File: src/rtl/morse_timer_bank.sv
// rtl/morse_timer_bank.sv - four independent ms timeout channels (button, dash, inter-character, word)
// Each channel counts LIMIT*TICK_DIV cycles from its last restart, then holds a sticky timeout.
module morse_timer_bank #(
    parameter int unsigned TICK_DIV = 100000,
    parameter int unsigned BTN_MS   = 2000,
    parameter int unsigned DASH_MS  = 300,
    parameter int unsigned INTER_MS = 600,
    parameter int unsigned WORD_MS  = 1400
) (
    input  logic       clk_100MHz,
    input  logic       reset,
    input  logic       btn_to_res,
    input  logic       dash_to_res,
    input  logic       inter_to_res,
    input  logic       word_to_res,
    output logic       btn_to,
    output logic       dash_to,
    output logic       inter_to,
    output logic       word_to,
    output logic [3:0] busy
);

    localparam int SW = $clog2(TICK_DIV);

    typedef enum logic [1:0] {
        IDLE = 2'd0,
        RUN  = 2'd1,
        DONE = 2'd2
    } state_t;

    logic [3:0] res;
    logic [3:0] to_vec;
    logic [3:0] busy_vec;

    assign res = {word_to_res, inter_to_res, dash_to_res, btn_to_res};

    for (genvar g = 0; g < 4; g++) begin : g_chan
        localparam int unsigned LIM = (g == 0) ? BTN_MS  :
                                      (g == 1) ? DASH_MS :
                                      (g == 2) ? INTER_MS : WORD_MS;
        localparam int MSW = (LIM > 1) ? $clog2(LIM) : 1;
        localparam logic [SW-1:0]  SUB_MAX = SW'(TICK_DIV - 1);
        localparam logic [MSW-1:0] MS_MAX  = MSW'(LIM - 1);

        state_t         state_q;
        logic [SW-1:0]  sub_q;
        logic [MSW-1:0] ms_q;
        logic           to_q;
        logic           busy_q;

        always_ff @(posedge clk_100MHz) begin
            if (reset) begin
                state_q <= IDLE;
                sub_q   <= '0;
                ms_q    <= '0;
                to_q    <= 1'b0;
                busy_q  <= 1'b0;
            end else if (res[g]) begin
                // A restart beats an expiry landing in the same cycle.
                state_q <= RUN;
                sub_q   <= '0;
                ms_q    <= '0;
                to_q    <= 1'b0;
                busy_q  <= 1'b1;
            end else begin
                case (state_q)
                    RUN: begin
                        if (sub_q == SUB_MAX) begin
                            sub_q <= '0;
                            if (ms_q == MS_MAX) begin
                                state_q <= DONE;
                                to_q    <= 1'b1;
                                busy_q  <= 1'b0;
                            end else begin
                                ms_q <= ms_q + 1'b1;
                            end
                        end else begin
                            sub_q <= sub_q + 1'b1;
                        end
                    end
                    default: begin
                        state_q <= state_q;
                    end
                endcase
            end
        end

        assign to_vec[g]   = to_q;
        assign busy_vec[g] = busy_q;
    end

    assign btn_to   = to_vec[0];
    assign dash_to  = to_vec[1];
    assign inter_to = to_vec[2];
    assign word_to  = to_vec[3];
    assign busy     = busy_vec;

endmodule

File: config.mk
export PLATFORM = sky130hd
export DESIGN_NAME = morse_timer_bank
export DESIGN_NICKNAME = d
export VERILOG_FILES = /design/src/rtl/morse_timer_bank.sv
export SDC_FILE = /design/constraint.sdc
export NUM_CORES = 1
export LEC_CHECK = 0
export ABC_AREA = 1
export ABC_CLOCK_PERIOD_IN_PS = 4100
export BUFFER_PORTS_ARGS = -buffer_cell sky130_fd_sc_hd__buf_4
export CORE_AREA = 2 2 156 158
export CTS_BUF_LIST = sky130_fd_sc_hd__clkbuf_4
export DETAILED_ROUTE_END_ITERATION = 6
export DIE_AREA = 0 0 158 160
export GPL_TIMING_DRIVEN = 0
export PLACE_DENSITY = 0.39
export SYNTH_ARGS = -nofsm -noshare
export SYNTH_HDL_FRONTEND = slang
export SYNTH_SLANG_ARGS = --single-unit
File: constraint.sdc
create_clock -name clk_100MHz -period 4.1 [get_ports clk_100MHz]
set_clock_uncertainty 0.15 [all_clocks]
set_input_delay 0.205 -clock clk_100MHz [delete_from_list [all_inputs] [get_ports clk_100MHz]]
set_output_delay 0.205 -clock clk_100MHz [all_outputs]
set_load 0.01 [all_outputs]
==> results.md, run 1 <==
* EDFF count, synth at 0
* CP cell instances: ha_1 -> nand2_1 -> inv_1 -> nand3_1 -> inv_1 -> nand2_2 -> nand2_2 -> inv_2 -> o21ai_0 -> nor2_1
* Ys Warns at 0
* Wire length per cell at 10.7 um
* Rows at 57
* Worst rel slew slack at 45.4%
* Synth-to-layout area growth at 12.9%
* Net count after synthesis at 997
* Slowest stage cell, crit path: dfxtp_1
* Pin count of the biggest net entering global routing at 17
* Die Wd at 158 um
* Port-buffer cells at 12
* Max Cap Violations at 0
* Post-synthesis cell count at 983
* Critical Path RT at 4.35 ns
* Post-synth top cells: nand2_1 (229), nor2_1 (210), inv_1 (146)
* Non-filler cells in the finished layout at 1358
* Final Hold Violating Endpoints at 0
* Hold Path Stages at 2
* Initial Utilization at 26.5%
* Post-route antenna net violation count at 0
* Max FO, Critical Path at 8
* Post-synth top area cell: dfxtp_1
* Vias in the first global route at 5580
* Final Wtd Congestion at 0.772
* Power Density at 288 nW/um^2
* DP HPWL at 10600 um
* Least-Margin Pin Slew at 0.819 ns
* Peak supply drop at 0.112 mV
* Synth cell types at 34
* Sequential share of the synthesized area at 37.1%
* Flops & latches, synth at 117
* Mean Syn Cell Area at 6.42 um^2
* Total number of vias at 5777
* Initial antenna violation count at 1
* Post-route core utilization at 29.9%
* Crit path capture type: flip-flop
* WS Path Type: reg2reg
* Synth top area share at 37.1%
* Ys async rst share at 0%
* Total gr overflow at 0
* Layout cell share with drive strength beyond 1 at 9.60%
* Clk buf depth at 2
* Routed vias/inst at 4.25
* Top FF cell, synth: dfxtp_1
* H-tree lvl count at 4
* Die area at 25300 um^2
* Hold crit path type: in2reg
* IO Pins at 14
* Final setup fails at 0
* RSZ-0062 raised after global routing: false
* Clk slew on worst S/H paths at 0.13 ns
* Status: finished, final reports clean
* Post-synthesis instance area at 6310 um^2
* First-pass GRT wire length at 25900 um
* Slowest cell delay on critical path at 0.41 ns
* Total CTS buffers at 17
* Slew Viols, Final at 0
* 1st-iter DRT viols at 233
* Placed Instances at 1319
* LEAKAGE at 2.63 nW
* Area contributors post-synth: dfxtp_1 (37%), nand2_1 (14%), nor2_1 (12%), inv_1 (8.7%), nand3_1 (4.8%)
* CTS tree: done
* Dpl ws at 2.07 ns
* Setup ws final at 2.20 ns
* Arrival time worst endpoint at 2.15 ns
* Setup Total Neg Slack at 0 ns
* Clock sink count at 117
* Post-CTS Setup Bufs at 0
* Clock Latency Late Sink at 0.53 ns
* Most frequent cell after synthesis: nand2_1
* Fmax at 0.526 GHz
* Final WL at 14500 um
* DRC viols at 0
* Setup crit start kind: flip-flop
* Tmin final at 1.90 ns
* Core area at 23800 um^2
* Post-CTS sizing at 0
* Fin crit share at 46.3%
* Worst-case reg-to-reg path depth at 10
* Final nets at 1032
* Die Y at 160 um
* CTS root buffer: clkbuf_4
* Tot GR Track Use at 12.5%
* Initial DRT Pass Iterations at 4
per-layer routing:
metal / GRT usage [%] / vias to the layer above / part of all wire [%]
met1: 16.6 / 2579 / 51
met4: 3.60 / 0 / 0.90
met2: 20.2 / 47 / 46
met3: 2.77 / 8 / 2.5
met5: 0 / - / 0
li1: - / 3143 / -
power by group:
group	switching [mW]	internal (mW)
logic	0.0502	0.0266
clock network	0.472	0.360
registers	0.00533	1.14
cell usage in the layout, fill, tap and decap left out, drive strengths merged, types with 19 or more instances in the layout:
| master | Yosys | layout |
|---|---|---|
| dfxtp | 117 | 117 |
| buf | 11 | 23 |
| nand4 | 35 | 35 |
| clkbuf | 1 | 19 |
| nand3 | 69 | 69 |
| o21ai | 21 | 21 |
| nand2 | 238 | 238 |
| inv | 153 | 153 |
| a21oi | 33 | 33 |
| nor2 | 227 | 227 |
| nor3 | 27 | 27 |
sequential cells by signal (all words and copies together), names as in the netlist:
signal	count
btn_to	1
g_chan.state_q	4
g_chan.sub_q	68
inter_to	1
word_to	1
g_chan.ms_q	41
dash_to	1
cell families (layout without fill, tap and decap cells):
group / after synthesis / after routing / synth area share, %
other cells: 0 / 3 / 0
simple gates: 605 / 605 / 42.2
flops: 117 / 117 / 37.1
compound gates: 62 / 62 / 5.18
fa+ha+maj: 8 / 8 / 1.59
xor+xnor: 25 / 25 / 3.47
buf+inv: 166 / 214 / 10.5
stage by stage:
step                      hold WS (ns)  power [mW]  instance area [um^2]
after floorplan                  0.172        1.22                  6310
after global placement           0.277        1.25                  6810
after detailed placement         0.283        1.25                  6810
after CTS                       0.0488        2.11                  7120
after global routing            0.0835        2.17                  7130
final                           0.0874        2.06                  7130
final cells by class:
cell class / instances / area (um^2)
plain buffers: 12 / 83.8
fillers: 2721 / 16700
well taps: 324 / 405
multi-input cells: 700 / 3310
clock buffers: 18 / 135
inverters: 154 / 578
diodes: 3 / 7.51
flip-flops and latches: 117 / 2340
repair buffers: 16 / 130
clock inverters: 14 / 138
worst max-delay path, delay by kind of cell (launching register included):
kind                       cells  cell delay, ns
and+or+nand+nor                5            0.52
DFF                            1            0.41
AOI/OAI and AO/OA              1            0.08
buffers and inverters          3            0.43
adders and majority gates      1            0.19
path summary, 6_finish.rpt:
path | start | to | slack, ns
setup reg to reg | g_chan[2].sub_q[0] | g_chan[2].sub_q[16] | 2.20
setup / recovery | g_chan[2].sub_q[0] | g_chan[2].sub_q[16] | 2.20
hold reg to reg | g_chan[2].sub_q[10] | g_chan[2].sub_q[10] | 0.31
hold / removal | reset | g_chan[2].state_q[0] | 0.09
repair_timing:
| action | CTS | global route |
|---|---|---|
| setup endpoints to repair | 0 | 0 |
| hold endpoints to repair | 57 | 0 |
| hold buffers | 4 | 0 |
Note: power is estimated with default switching activity, not from simulation.
==> inputs of run 2 (changes only) <==
Settings changed: ABC_AREA 1 to 0, ABC_CLOCK_PERIOD_IN_PS 4100 to 1600, CORE_AREA 2 2 156 158 to 2 2 145 147, DIE_AREA 0 0 158 160 to 0 0 147 149, PLACE_DENSITY 0.39 to 0.4.
Clock period 4.1 ns to 1.6 ns, I/O delays scaled along.
==> results.md, run 2 <==
* Status: complete, but fails checks
* Violated checks: negative setup slack
* Initial DRT Pass Iterations at 4
* Compound-Gate Fraction of Synth Area at 5.84%
* Clk buf depth at 2
* Power Density at 664 nW/um^2
* Seq pwr share at 56.3%
* Total gr overflow at 0
* Area contributors post-synth: dfxtp_1 (43%), nor2_1 (8.0%), xnor2_1 (6.6%), xor2_1 (6.6%), nand3_1 (4.1%)
* Setup ws final at -0.546 ns
* Final WL at 13100 um
* Setup crit start kind: flip-flop
* CTS tree: done
* Hold crit path type: in2reg
* XOR/XNOR Fraction of Synth Area at 13.2%
* Routed vias/inst at 4.66
* Top FF cell, synth: dfxtp_1
* Internal power at 3.94 mW
* Core area at 20600 um^2
* FILL cells at 2085
* Final setup fails at 108
* Max Cap Violations at 0
* Worst R2R Setup Slack at -0.55 ns
* Final hold slack at 0.139 ns
* Initial Utilization at 26.4%
* Largest register FFs at 68
* Wire length per cell at 12.9 um
* Die Wd at 147 um
* Crit path capture type: flip-flop
* Post-synth top area cell: dfxtp_1
* Initial antenna violation count at 1
* Final nets at 743
* DP HPWL at 8450 um
* Total number of vias at 4742
* Final Hold Violating Endpoints at 0
* Net count after synthesis at 644
* DRC viols at 0
* Post-route antenna net violation count at 0
* CTS root buffer: clkbuf_4
* Post-synth top cells: dfxtp_1 (117), nor2_1 (116), nand2_1 (44), nand3_1 (44)
* Synth-to-layout area growth at 44.5%
* Post-synthesis instance area at 5420 um^2
* Fin crit share at 134%
* 1st-iter DRT viols at 181
* Fmax at 0.466 GHz
* Biggest regs: g_chan.sub_q x68, g_chan.ms_q x41, g_chan.state_q x4
* Synth cell types at 51
* Ys Warns at 0
* Final Wtd Congestion at 0.759
* H-tree lvl count at 4
* Die Y at 149 um
* Layout cell share with drive strength beyond 1 at 38.9%
* Flops & latches, synth at 117
* Clock power share at 38.6%
* Post-synthesis simple-gate area fraction at 32.3%
* EDFF count, synth at 0
* IO Pins at 14
* Sequential share of the synthesized area at 43.2%
* RSZ-0062 raised after global routing: true
* Peak supply drop at 0.282 mV
* Multiplexer share of the synthesized area at 0.923%
* Largest family of logic cells by synthesized area: simple AND/OR/NAND/NOR gates
* Die area at 21900 um^2
* Pin count of the biggest net entering global routing at 17
* Least-Margin Pin Slew at 0.824 ns
* Most frequent cells in the layout: nor2_1 (83), dfxtp_1 (80), buf_4 (48)
* Fraction of power consumed by combinational cells at 5.1%
* Rows at 53
* Worst rel slew slack at 44.9%
* Total CTS buffers at 17
* Adder-cell share of the synthesized area at 1.85%
* Non-filler cells in the finished layout at 1017
* Largest Register: g_chan.sub_q
* Arrival time worst endpoint at 2.45 ns
* Mean Syn Cell Area at 8.61 um^2
* Commonest non-fill, non-tap cell in the layout: nor2_1
* LEAKAGE at 2.64 nW
* Clock Latency Late Sink at 0.52 ns
* Post-synthesis cell count at 630
* Ys async rst share at 0%
* Clock sink count at 117
* Max FO, Critical Path at 8
* Tmin final at 2.15 ns
* First-pass GRT wire length at 22400 um
* Critical Path RT at 1.91 ns
* WS Path Type: reg2reg
* P_sw at 1.26 mW
* Clk slew on worst S/H paths at 0.11 ns
* Final Power at 5.21 mW
* Vias in the first global route at 4700
* Switching Share at 24.3%
* Port-buffer cells at 13
* Synth top area share at 43.2%
* Placed Instances at 918
* Slew Viols, Final at 0
* Tot GR Track Use at 12.6%
* Most frequent cell after synthesis: dfxtp_1
## run 2: repair_timing
| item | in CTS | in global routing |
|---|---|---|
| hold endpoints to repair | 78 | 0 |
| endpoints found under the setup margin | 111 | 113 |
| setup buffers | 40 | 20 |
| pin swaps | 71 | 37 |
| resized for setup | 112 | 89 |
| hold buffers | 5 | 0 |
| cloned | 4 | 0 |
## run 2: cells by family (layout without fill, tap and decap cells)
kind of cell	count (synthesis)	after routing
and+or+nand+nor	336	336
adders and majority gates	8	8
buffers and inverters	31	142
xor gates and xnor gates	82	82
AOI/OAI and AO/OA	51	51
other	0	1
DFF	117	117
muxes	5	5
## run 2: final timing paths
path	from	to	depth (start not counted)
worst max-delay path	g_chan[0].sub_q[11]	g_chan[0].ms_q[10]	6
worst min-delay path	reset	g_chan[1].sub_q[1]	4
worst max register to register	g_chan[0].sub_q[11]	g_chan[0].ms_q[10]	6
worst min register to register	g_chan[2].ms_q[1]	g_chan[2].ms_q[1]	2
## run 2: cell type report
class | count | area [um^2] | area share, %
diodes | 1 | 2.50 | 0.0319
inverters | 13 | 48.8 | 0.623
clock buffers | 18 | 135 | 1.72
plain buffers | 18 | 180 | 2.30
well taps | 275 | 344 | 4.39
repair buffers | 80 | 763 | 9.74
multi-input cells | 482 | 3830 | 48.9
flip-flops and latches | 117 | 2410 | 30.8
clock inverters | 13 | 116 | 1.48
## run 2: worst max-delay path, cell delays in order (launching register included)
cell and delay [ns]:
dfxtp_2 0.34, or4_4 0.54, nor3_4 0.16, nand3_2 0.11, buf_8 0.15, or4b_4 0.51, a21oi_2 0.12
## run 2: metal layers
| layer | global-route usage (%) | share of wire (%) |
|---|---|---|
| met4 | 4.33 | 1.1 |
| met5 | 0 | 0 |
| met1 | 15.6 | 47 |
| met3 | 3.49 | 2.6 |
| met2 | 21.3 | 49 |
## run 2: power by group through the flow
stage                     Clock [mW]  Combinational, mW  Sequential (mW)
final                           2.01              0.263             2.93
after CTS                       2.13              0.240             2.93
after detailed placement           0              0.179             3.01
after global routing            2.26              0.286             2.94
after global placement             0              0.177             3.01
after floorplan                    0              0.117             3.01
## run 2: per-stage QoR
step                utilization, %  setup slack, ns  area [um^2]  setup TNS, ns
global placement              30.6           -0.746         6290         -44.30
floorplan                        -           -0.471         5850         -15.19
finish                        38.1           -0.546         7840         -27.77
global route                  38.1           -0.631         7840         -36.21
CTS                           35.9           -0.576         7380         -29.25
detailed placement            30.6           -0.768         6290         -45.32
==> inputs of run 3 (changes only) <==
Settings changed: RECOVER_POWER set to 50.
==> results.md, run 3 (same netlist as run 2, synthesis figures left out) <==
* Largest register FFs at 68
* Clk buf depth at 2
* Tot GR Track Use at 12.6%
* Fin crit share at 134%
* Max FO, Critical Path at 8
* Final Hold Violating Endpoints at 0
* Total gr overflow at 0
* Hold crit path type: in2reg
* Tmin final at 2.14 ns
* Synth-to-layout area growth at 44.2%
* Setup Total Neg Slack at -27.78 ns
* Worst hold endpoint: g_chan[3].state_q[0]
* Max Cap Violations at 0
* Clock Latency Late Sink at 0.52 ns
* Routed vias/inst at 4.66
* R2r endpoint: g_chan[0].ms_q[10]
* Post-DP Area at 6290 um^2
* CTS root buffer: clkbuf_4
* Initial antenna violation count at 1
* Worst rel slew slack at 44.9%
* LEAKAGE at 2.63 nW
* Vias in the first global route at 4700
* Least-Margin Pin Slew at 0.824 ns
* CTS tree: done
* Final hold slack at 0.209 ns
* Total CTS buffers at 17
* Fmax at 0.467 GHz
* Critical Path RT at 1.91 ns
* DP HPWL at 8450 um
* Largest Register: g_chan.sub_q
* FILL cells at 2087
* Port-buffer cells at 13
* Status: complete, but fails checks
* Die area at 21900 um^2
* Worst R2R Start: g_chan[0].sub_q[11]
* 1st-iter DRT viols at 172
* Fin area at 7820 um^2
* Slowest stage cell, crit path: or4_4
* Rows at 53
* Commonest non-fill, non-tap cell in the layout: nor2_1
* First-pass GRT wire length at 22400 um
* Core area at 20600 um^2
* DRC viols at 0
* Clk slew on worst S/H paths at 0.11 ns
* Initial Utilization at 26.4%
* Total number of vias at 4741
* Post-route antenna net violation count at 0
* Worst path buffer plus inverter count at 1
* Slowest cell delay on critical path at 0.54 ns
* Arrival time worst endpoint at 2.45 ns
* Die Y at 149 um
* Crit path capture type: flip-flop
* Biggest regs: g_chan.sub_q x68, g_chan.ms_q x41, g_chan.state_q x4
* Power Density at 666 nW/um^2
* Final nets at 743
* RSZ-0062 raised after global routing: true
* Dpl ws at -0.768 ns
* Layout cell share with drive strength beyond 1 at 38.2%
* Clock sink count at 117
* Most frequent cells in the layout: nor2_1 (83), dfxtp_1 (81), buf_4 (44)
* Top cell family by delay on the critical path: simple AND/OR/NAND/NOR gates
* Violated checks: negative setup slack
* Worst R2R Setup Slack at -0.54 ns
* Worst-case reg-to-reg path depth at 6
* Final Wtd Congestion at 0.759
* CP cell instances: or4_4 -> nor3_4 -> nand3_2 -> buf_8 -> or4b_4 -> a21oi_2
* Final WL at 13100 um
* Initial DRT Pass Iterations at 4
* Setup crit start kind: flip-flop
* Peak supply drop at 0.283 mV
* H-tree lvl count at 4
* Die Wd at 147 um
* Setup ws final at -0.542 ns
* WS Path Type: reg2reg
* Final setup fails at 108
* Slew Viols, Final at 0
* Wire length per cell at 12.9 um
* Pin count of the biggest net entering global routing at 17
* Hold Path Stages at 4
* IO Pins at 14
* Min-delay src: word_to_res
## run 3: changes by cell type in the layout (fill, tap and decap cells not counted)
cell,before,now
dfxtp_1,80,81
dfxtp_2,28,27
clkbuf_1,4,8
buf_4,48,44
## run 3: cell type report
class	count	area [um^2]	area share, %
diodes	1	2.50	0.0320
multi-input cells	482	3830	49.0
clock inverters	13	116	1.49
clock buffers	18	135	1.73
well taps	275	344	4.40
plain buffers	18	180	2.30
flip-flops and latches	117	2410	30.8
repair buffers	80	748	9.57
inverters	13	48.8	0.624
## run 3: worst max-delay path by stage
stage | startpoint | slack, ns | cells after the start | to
floorplan | g_chan[1].sub_q[6] | -0.47 | 5 | g_chan[1].ms_q[7]
global placement | g_chan[1].sub_q[4] | -0.75 | 6 | g_chan[1].sub_q[7]
detailed placement | g_chan[1].sub_q[4] | -0.77 | 5 | g_chan[1].ms_q[5]
CTS | g_chan[0].sub_q[11] | -0.58 | 6 | g_chan[0].ms_q[10]
global route | g_chan[0].sub_q[11] | -0.63 | 7 | g_chan[0].ms_q[0]
finish | g_chan[0].sub_q[11] | -0.54 | 6 | g_chan[0].ms_q[10]
## run 3: worst register-to-register path, delay by kind of cell (launching register included)
kind	cells	cell delay [ns]
AOI/OAI and AO/OA	1	0.12
DFF	1	0.34
and+or+nand+nor	4	1.32
buffers and inverters	1	0.15
## run 3: metrics by stage
stage	instances	total power, mW	utilization [%]
floorplan	630	3.12	-
finish	1017	5.21	38.0
global placement	918	3.19	30.6
detailed placement	918	3.19	30.6
CTS	997	5.30	35.9
global route	1017	5.48	38.0
## run 3: layer usage
layer  global-route usage (%)  routed length [um]  vias up
li1                         -                   -     2411
met1                     15.6                6170     2273
met2                     21.3                6430       47
met3                     3.49                 329       10
met4                     4.33                 144        0
met5                        0                   0        -
## run 3: power breakdown
group,switching (mW),internal [mW],leakage [nW]
combinational,0.137,0.126,1.51
clock,1.11,0.904,0.148
sequential,0.0204,2.91,0.964
## run 3: timing repair
item | in CTS | in global routing
gates cloned | 4 | 0
buffers inserted | 40 | 20
pin swaps | 71 | 37
hold endpoints to repair | 78 | 0
resized for setup | 112 | 89
endpoints found under the setup margin | 111 | 113
hold buffers | 5 | 0
